`src/rtl/reset_sequencer.sv`:
```
// Reset sequencer for the FIFO-BIST subsystem.
// Holds the write, read and BIST domains in reset for a minimum width, confirms
// through synchronized feedback that the write and read domains entered and left
// reset, and releases them in order: write, then read, then BIST. A software/BIST
// request restarts the whole sequence. Every output comes straight from a flop.
module reset_sequencer #(
  parameter int HOLD_CYCLES = 16,  // minimum assertion width, >= 2
  parameter int GAP_CYCLES  = 4,   // spacing after a confirmed release, >= 1
  parameter int ACK_TIMEOUT = 64   // feedback wait limit, >= 4
) (
  input  logic CLK,
  input  logic RST_IN,
  input  logic SW_RST_REQ,
  input  logic WR_RST_FB,
  input  logic RD_RST_FB,
  output logic WR_RST_N,
  output logic RD_RST_N,
  output logic BIST_RST_N,
  output logic RST_BUSY,
  output logic RST_DONE,
  output logic RST_ERR
);

  localparam int MAX_HG  = (HOLD_CYCLES > GAP_CYCLES) ? HOLD_CYCLES : GAP_CYCLES;
  localparam int MAX_CNT = (MAX_HG > ACK_TIMEOUT) ? MAX_HG : ACK_TIMEOUT;
  localparam int CNT_W   = $clog2(MAX_CNT) + 1;

  // Terminal counts: each phase ends on the edge where the counter already
  // holds N-1, so the phase lasts exactly N edges.
  localparam logic [CNT_W-1:0] HOLD_LAST = CNT_W'(HOLD_CYCLES - 1);
  localparam logic [CNT_W-1:0] GAP_LAST  = CNT_W'(GAP_CYCLES - 1);
  localparam logic [CNT_W-1:0] ACK_LAST  = CNT_W'(ACK_TIMEOUT - 1);
  localparam logic [CNT_W-1:0] CNT_SAT   = '1;

  typedef enum logic [2:0] {
    ST_ASSERT  = 3'd0,
    ST_WAIT_IN = 3'd1,
    ST_REL_WR  = 3'd2,
    ST_GAP_WR  = 3'd3,
    ST_REL_RD  = 3'd4,
    ST_GAP_RD  = 3'd5,
    ST_RUN     = 3'd6
  } state_e;

  state_e           state;
  logic [CNT_W-1:0] cnt;
  logic [CNT_W-1:0] cnt_inc;

  logic wr_fb_meta, wr_fb_s;
  logic rd_fb_meta, rd_fb_s;

  logic fb_both_low;
  logic ack_expired;
  logic hold_done;
  logic gap_done;

  // Two-flop synchronizers: the feedback comes from other clock domains.
  // NOTE: sequential state is always written with <= so every flop samples the
  // pre-edge value of its neighbour; a blocking '=' here would collapse the
  // two stages into one.
  always_ff @(posedge CLK or negedge RST_IN) begin
    if (!RST_IN) begin
      wr_fb_meta <= 1'b0;
      wr_fb_s    <= 1'b0;
      rd_fb_meta <= 1'b0;
      rd_fb_s    <= 1'b0;
    end else begin
      wr_fb_meta <= WR_RST_FB;
      wr_fb_s    <= wr_fb_meta;
      rd_fb_meta <= RD_RST_FB;
      rd_fb_s    <= rd_fb_meta;
    end
  end

  // Phase-end and feedback decodes; these only feed flops, never outputs.
  always_comb begin
    cnt_inc     = (cnt == CNT_SAT) ? cnt : cnt + CNT_W'(1);
    fb_both_low = !wr_fb_s && !rd_fb_s;
    ack_expired = (cnt == ACK_LAST);
    hold_done   = (cnt == HOLD_LAST);
    gap_done    = (cnt == GAP_LAST);
  end

  // Sequencer FSM with registered reset outputs and status flags.
  always_ff @(posedge CLK or negedge RST_IN) begin
    if (!RST_IN) begin
      state      <= ST_ASSERT;
      cnt        <= '0;
      WR_RST_N   <= 1'b0;
      RD_RST_N   <= 1'b0;
      BIST_RST_N <= 1'b0;
      RST_BUSY   <= 1'b1;
      RST_DONE   <= 1'b0;
      RST_ERR    <= 1'b0;
    end else if (SW_RST_REQ) begin
      // A request overrides every state, including the GAP_RD exit edge,
      // and a held request keeps restarting the hold count.
      state      <= ST_ASSERT;
      cnt        <= '0;
      WR_RST_N   <= 1'b0;
      RD_RST_N   <= 1'b0;
      BIST_RST_N <= 1'b0;
      RST_BUSY   <= 1'b1;
      RST_DONE   <= 1'b0;
    end else begin
      RST_DONE <= 1'b0;
      case (state)
        ST_ASSERT: begin
          if (hold_done) begin
            state <= ST_WAIT_IN;
            cnt   <= '0;
          end else begin
            cnt <= cnt_inc;
          end
        end

        // Both domains must be seen in reset before anything is released.
        ST_WAIT_IN: begin
          if (fb_both_low || ack_expired) begin
            state    <= ST_REL_WR;
            cnt      <= '0;
            WR_RST_N <= 1'b1;
            if (!fb_both_low) RST_ERR <= 1'b1;
          end else begin
            cnt <= cnt_inc;
          end
        end

        ST_REL_WR: begin
          if (wr_fb_s || ack_expired) begin
            state <= ST_GAP_WR;
            cnt   <= '0;
            if (!wr_fb_s) RST_ERR <= 1'b1;
          end else begin
            cnt <= cnt_inc;
          end
        end

        ST_GAP_WR: begin
          if (gap_done) begin
            state    <= ST_REL_RD;
            cnt      <= '0;
            RD_RST_N <= 1'b1;
          end else begin
            cnt <= cnt_inc;
          end
        end

        ST_REL_RD: begin
          if (rd_fb_s || ack_expired) begin
            state <= ST_GAP_RD;
            cnt   <= '0;
            if (!rd_fb_s) RST_ERR <= 1'b1;
          end else begin
            cnt <= cnt_inc;
          end
        end

        ST_GAP_RD: begin
          if (gap_done) begin
            state      <= ST_RUN;
            cnt        <= '0;
            BIST_RST_N <= 1'b1;
            RST_DONE   <= 1'b1;
            RST_BUSY   <= 1'b0;
          end else begin
            cnt <= cnt_inc;
          end
        end

        ST_RUN: begin
          cnt <= '0;
        end

        // NOTE: the unused encoding recovers into a full reset sequence rather
        // than being left undefined.
        default: begin
          state      <= ST_ASSERT;
          cnt        <= '0;
          WR_RST_N   <= 1'b0;
          RD_RST_N   <= 1'b0;
          BIST_RST_N <= 1'b0;
          RST_BUSY   <= 1'b1;
        end
      endcase
    end
  end

endmodule

```
`config.mk`:
```
export PLATFORM = sky130hd
export DESIGN_NAME = reset_sequencer
export DESIGN_NICKNAME = d
export VERILOG_FILES = /design/src/rtl/reset_sequencer.sv
export SDC_FILE = /design/constraint.sdc
export NUM_CORES = 1
export LEC_CHECK = 0
export CORE_ASPECT_RATIO = 1.1
export CORE_MARGIN = 2
export CORE_UTILIZATION = 54
export CTS_CLUSTER_DIAMETER = 40
export DETAILED_ROUTE_END_ITERATION = 12
export GPL_ROUTABILITY_DRIVEN = 0
export PLACE_DENSITY = 0.76
export SYNTH_ARGS = -nofsm -noshare
export SYNTH_HDL_FRONTEND = slang
export SYNTH_SLANG_ARGS = --single-unit
```
`constraint.sdc`:
```
create_clock -name CLK -period 2.23 [get_ports CLK]
set_input_delay 0.3345 -clock CLK [delete_from_list [all_inputs] [get_ports CLK]]
set_output_delay 0.3345 -clock CLK [all_outputs]
set_load 0.05 [all_outputs]
```
Word-level counts from Yosys, hierarchy flattened
Cells that the tools add are included.
- logic and storage cells: 94
- register bits: 20
- bits of input ports: 5
- output and inout port bits: 6
- mux-type cells: 37
- reduce and logical (&&, ||, !) cells: 17
- add/sub/neg operators: 1
- bitwise operators: 1
- eq/ne operators: 26
- operator list (cell ; number):
    two-way mux 7 bit ; 7
    case mux 7 bit (5 select lines) ; 1
    two-way mux 3 bit ; 7
    case mux 3 bit (7 select lines) ; 1
    != test 3 bit (second input constant) ; 6
    OR reduction 6 bit ; 3
    two-way mux 1 bit ; 16
    != test 2 bit (second input constant) ; 7
    == test 3 bit (second input constant) ; 3
    case mux 1 bit (2 select lines) ; 4
    AND reduction 8 bit ; 1
    adder 7 x 1 -> 7 bit (second input constant) ; 1
    == test 7 x 2 -> 1 bit (second input constant) ; 1
    == test 7 x 4 -> 1 bit (second input constant) ; 1
    == test 7 x 6 -> 1 bit (second input constant) ; 1
    == test 7 bit (second input constant) ; 1
    AND reduction 7 bit ; 1
    == test 3 x 2 -> 1 bit (second input constant) ; 2
    != test 2 x 1 -> 1 bit (second input constant) ; 3
    AND reduction 2 bit ; 3
    == test 3 x 1 -> 1 bit (second input constant) ; 1
    logical NOT 3 bit ; 1
    logical OR 1 bit ; 3
    case mux 1 bit (3 select lines) ; 1
    other kinds (5) ; 6

Depth between registers and ports, before layout
- word-level depth: 6
- depth in mapped cells: 6
- gate-level depth less buffers: 6

Worst setup path before layout
OpenSTA, ideal clock, no wires.
- path type: reg2reg
- start point: register cnt[0]
- end point: register cnt[1]
- data required time: 2.107 ns
- arrival time: 1.545 ns
- setup time: 0.123 ns
- cell stages (with the launch flop): 7
- clock period less this slack: 1.668 ns
- path buffers: 0
- setup slack: 0.562 ns
- cells stage by stage: dfrtp_1 ha_1 nand3_2 o32a_1 a31o_4 o21bai_4 nor2_1
- word-level cells in the longest chain between the ends: 5
- elaborated cells between the ends (all ways): 16
- those cells by class: add/sub: 1; eq/ne: 4; mux: 8; reduce/logical: 3
- RTL lines (what ; line ; RTL):
    from (decl) ; 46 ; logic [CNT_W-1:0] cnt;
    from (signal assigned) ; 113 ; cnt <= cnt_inc;
    from (signal assigned) ; 125 ; cnt <= cnt_inc;
    from (signal assigned) ; 135 ; cnt <= cnt_inc;
    adder 7 x 1 -> 7 bit (tied with other cells) ; 77 ; cnt_inc = (cnt == CNT_SAT) ? cnt : cnt + CNT_W'(1);
    two-way mux 7 bit (tied with other cells) ; 77 ;
    two-way mux 7 bit (on tied branches) ; -- ;
    case mux 7 bit (5 select lines) (*) ; 107 ; case (state)
    two-way mux 7 bit (*) ; 95 ; end else if (SW_RST_REQ) begin
Mark *: on every way between the ends. The rest lies on a longest branch, timed or not.
A chain may end at the register's enable or synchronous reset.

Worst setup path after layout
- start point: register RST_BUSY
- end point: output RST_BUSY
- RTL lines (what ; line ; RTL):
    from (decl) ; 19 ; output logic RST_BUSY,
    from (signal assigned) ; 92 ; RST_BUSY <= 1'b1;
    from (signal assigned) ; 103 ; RST_BUSY <= 1'b1;
    from (signal assigned) ; 165 ; RST_BUSY <= 1'b0;
No word-level cell between the ends.

==> impl_metrics.yaml <==
worst_setup_path:
  required_ns: 1.90
  critPathLaunchType: "register"
  crit_family: "buffers and inverters"
  crit_chain: "clkdlybuf4s50_1"
  rr_worst_depth: 6
  r2r_setup_slack_ns: 0.40
  crit_slowest_cell: "clkdlybuf4s50_1"
  cp-endpoint: "RST_BUSY"
  crit_buf_inv: 1
  r2r-start: "cnt[0]"
  endpoint_kind: "output pin"
  startpoint: "RST_BUSY"
  max_stage_delay_ns: 0.81
  path_max_fanout: 2
  worstSetupPathType: "reg2out"
  crit_cells: 1
  reg2reg_to: "cnt[5]"
  cp.arrival_ns: 1.65
routing:
  first_iter_violations: 21
  first_pass_iters: 5
  wl_met3_um: 123
  drc_errors: 0
  via_count: 847
  finalWirelength_um: 2180
  drtAntennaViolNets: 0
  top_layer: "met3"
  met2_length_um: 1110
  avgViaCountPerCell: 5.84
  avgRoutedWirePerCell_um: 15.0
  wl_met1_um: 949
power_and_ir_drop:
  seqPwrFrac: 0.513
  power_uw: 897
  ir_drop_mv: 0.477
  leakagePower_nw: 0.494
  p_comb_frac: 0.295
  power.internal_uw: 587
  p_per_area_mw_per_mm2: 737
  switching_share: 0.345
  power_switching_uw: 309
  pwr-share-clk: 0.192
place:
  dp.cells: 141
  dp_hpwl_um: 1630
  placed_cell_area_mm2: 0.00119
  dpl_worst_slack_ns: 0.426
  numPortBuffers: 10
global_routing:
  antenna_found_initial: 0
  grt.total_usage: 0.218
  grt_pass1_vias: 811
  grt_pass1_wl_um: 3760
  overflow: 0
  grt_max_degree: 17
timing:
  final_hold_viol_count: 0
  fmax_mhz: 504
  whs_ns: 0.358
  fin_crit_sh: 0.890
  fin_skew_ns: 0.00763
  fin_tns_setup_ns: 0
  setup_ws_ns: 0.246
  relSlewSlack: 0.654
  post-route-min-period_ns: 1.98
  setup_viol: 0
  rsz0062_at_grt: "false"
  worstMarginPinSlew_ns: 0.517
  slew_viol_final: 0
floorplan:
  ios: 11
  dieArea_mm2: 0.00236
  rows: 16
  die_h_um: 50.7
  fp.dieW_um: 46.5
  initial_core_util: 0.588
  core_area_mm2: 0.00182
cells_and_area:
  stdcell_count: 145
  nNetsFinal: 125
  diodes: 0
  finish.utilization: 0.668
  final_area_mm2: 0.00122
  drive_above_1_share: 0.102
  area_growth_pct: 13.7
synth:
  synth_edf_count: 0
  ys_ff_latch: 20
  synth_cell_types: 38
  synthCells: 108
  yosysWarnings: 0
  ys.flop_type: "dfrtp_1"
  synthTopCellsByArea: "dfrtp_1 (44%), nor2_1 (4.2%), mux2i_1 (3.7%)"
  synthesis.nets: 114
  synthArstFlopShare: 1.00
  yosysTopAreaCell: "dfrtp_1"
  synth_top_area_share: 0.444
  avgSynthCellArea_um2: 9.92
  yosysSeqAreaShare: 0.468
  syn-cell-area_mm2: 0.00107
clock_tree:
  clockBufferDepth: 2
  post_cts_buffers: 0
  htreeDepth: 1
  clockRootBuffer: "clkbuf_4"
  numCtsBuffers: 3
  cts_tree: "built"
  clkTransAtPathRegs_ns: 0.11
  ctsHoldBuffers: 0
  clock_latency_ns: 0.29
  cts.repair.resized: 0
  cts.sinks: 20
hold_path:
  hold_path_class: "in2async"
run:
  drv_cap: 0
run_status:
  outcome: "complete, no violations"
[cells by family (layout without fill, tap and decap cells)]
kind of cell             count (synthesis)  in the layout  share of synthesized area
AO/OA/AOI/OAI                           26             26                      0.196
XOR/XNOR                                 3              3                     0.0245
adder cells (fa/ha/maj)                  1              1                     0.0117
buffers and inverters                    9             19                     0.0339
flip-flops                              20             20                      0.468
multiplexers                             4              4                     0.0374
AND/OR/NAND/NOR                         45             45                      0.228
[power by group through the flow]
stage	registers (mW)	clock network, mW	logic [mW]
final	0.460	0.173	0.264
after detailed placement	0.467	0	0.264
after global routing	0.468	0.194	0.288
after global placement	0.463	0	0.253
after floorplan	0.463	0	0.193
after CTS	0.459	0.179	0.266
[layout by cell type (no fill, tap or decap), drive strengths merged, types with 3 or more instances in the layout]
master          n
or3             3
inv             4
o21bai          5
a21oi           4
nor2           12
o31ai           3
dfrtp          19
nand3           3
nand4           3
clkdlybuf4s50  10
nand2b          5
nand2           8
mux2i           4
clkbuf          4
[cell usage after synthesis, types with 3 or more instances]
master and n:
nand2b_1 5, o21bai_1 4, a21oi_1 4, clkbuf_1 3, or3_1 3, dfrtp_1 19
nor2_1 12, nand2_1 8, mux2i_1 4, inv_1 4, nand4_1 3, o31ai_1 3
[worst reg2reg max path, cell delays in order, from the launching register on]
cell and delay [ns]:
dfrtp_1 0.42, ha_1 0.26, nand3_2 0.12, o32a_1 0.39, a31o_4 0.26, o21bai_4 0.20, nor2_1 0.08
[flip-flops by register name, indices dropped and copies added (netlist names)]
| signal | cells |
|---|---|
| cnt | 7 |
| state | 3 |
| BIST_RST_N | 1 |
| RD_RST_N | 1 |
| RST_BUSY | 1 |
| RST_DONE | 1 |
| RST_ERR | 1 |
| WR_RST_N | 1 |
| rd_fb_meta | 1 |
| rd_fb_s | 1 |
| wr_fb_meta | 1 |
| wr_fb_s | 1 |
[routing by layer]
metal  up-vias  global-route usage
li1        413                   -
met1       399               0.314
met2        35               0.347
met3         0              0.0252
met4         0              0.0429
met5         -                   0
[cell type report]
class | instances | area [um^2]
Timing Repair Buffer | 11 | 108
Multi-Input combinational cell | 79 | 533
Sequential cell | 20 | 502
Clock buffer | 4 | 26.3
Fill cell | 152 | 604
Inverter | 4 | 15.0
Tap cell | 27 | 33.8
[how the worst min path moves through the flow]
stage                    start    endpoint  slack, ns  cells after the start
floorplan               RST_IN  BIST_RST_N       0.04                      0
global placement    rd_fb_meta     rd_fb_s       0.33                      0
detailed placement  wr_fb_meta     wr_fb_s       0.33                      0
CTS                 wr_fb_meta     wr_fb_s       0.36                      0
global route        rd_fb_meta     rd_fb_s       0.37                      0
finish                  RST_IN     rd_fb_s       0.36                      1
No activity file was read; power rests on OpenSTA's default activity.
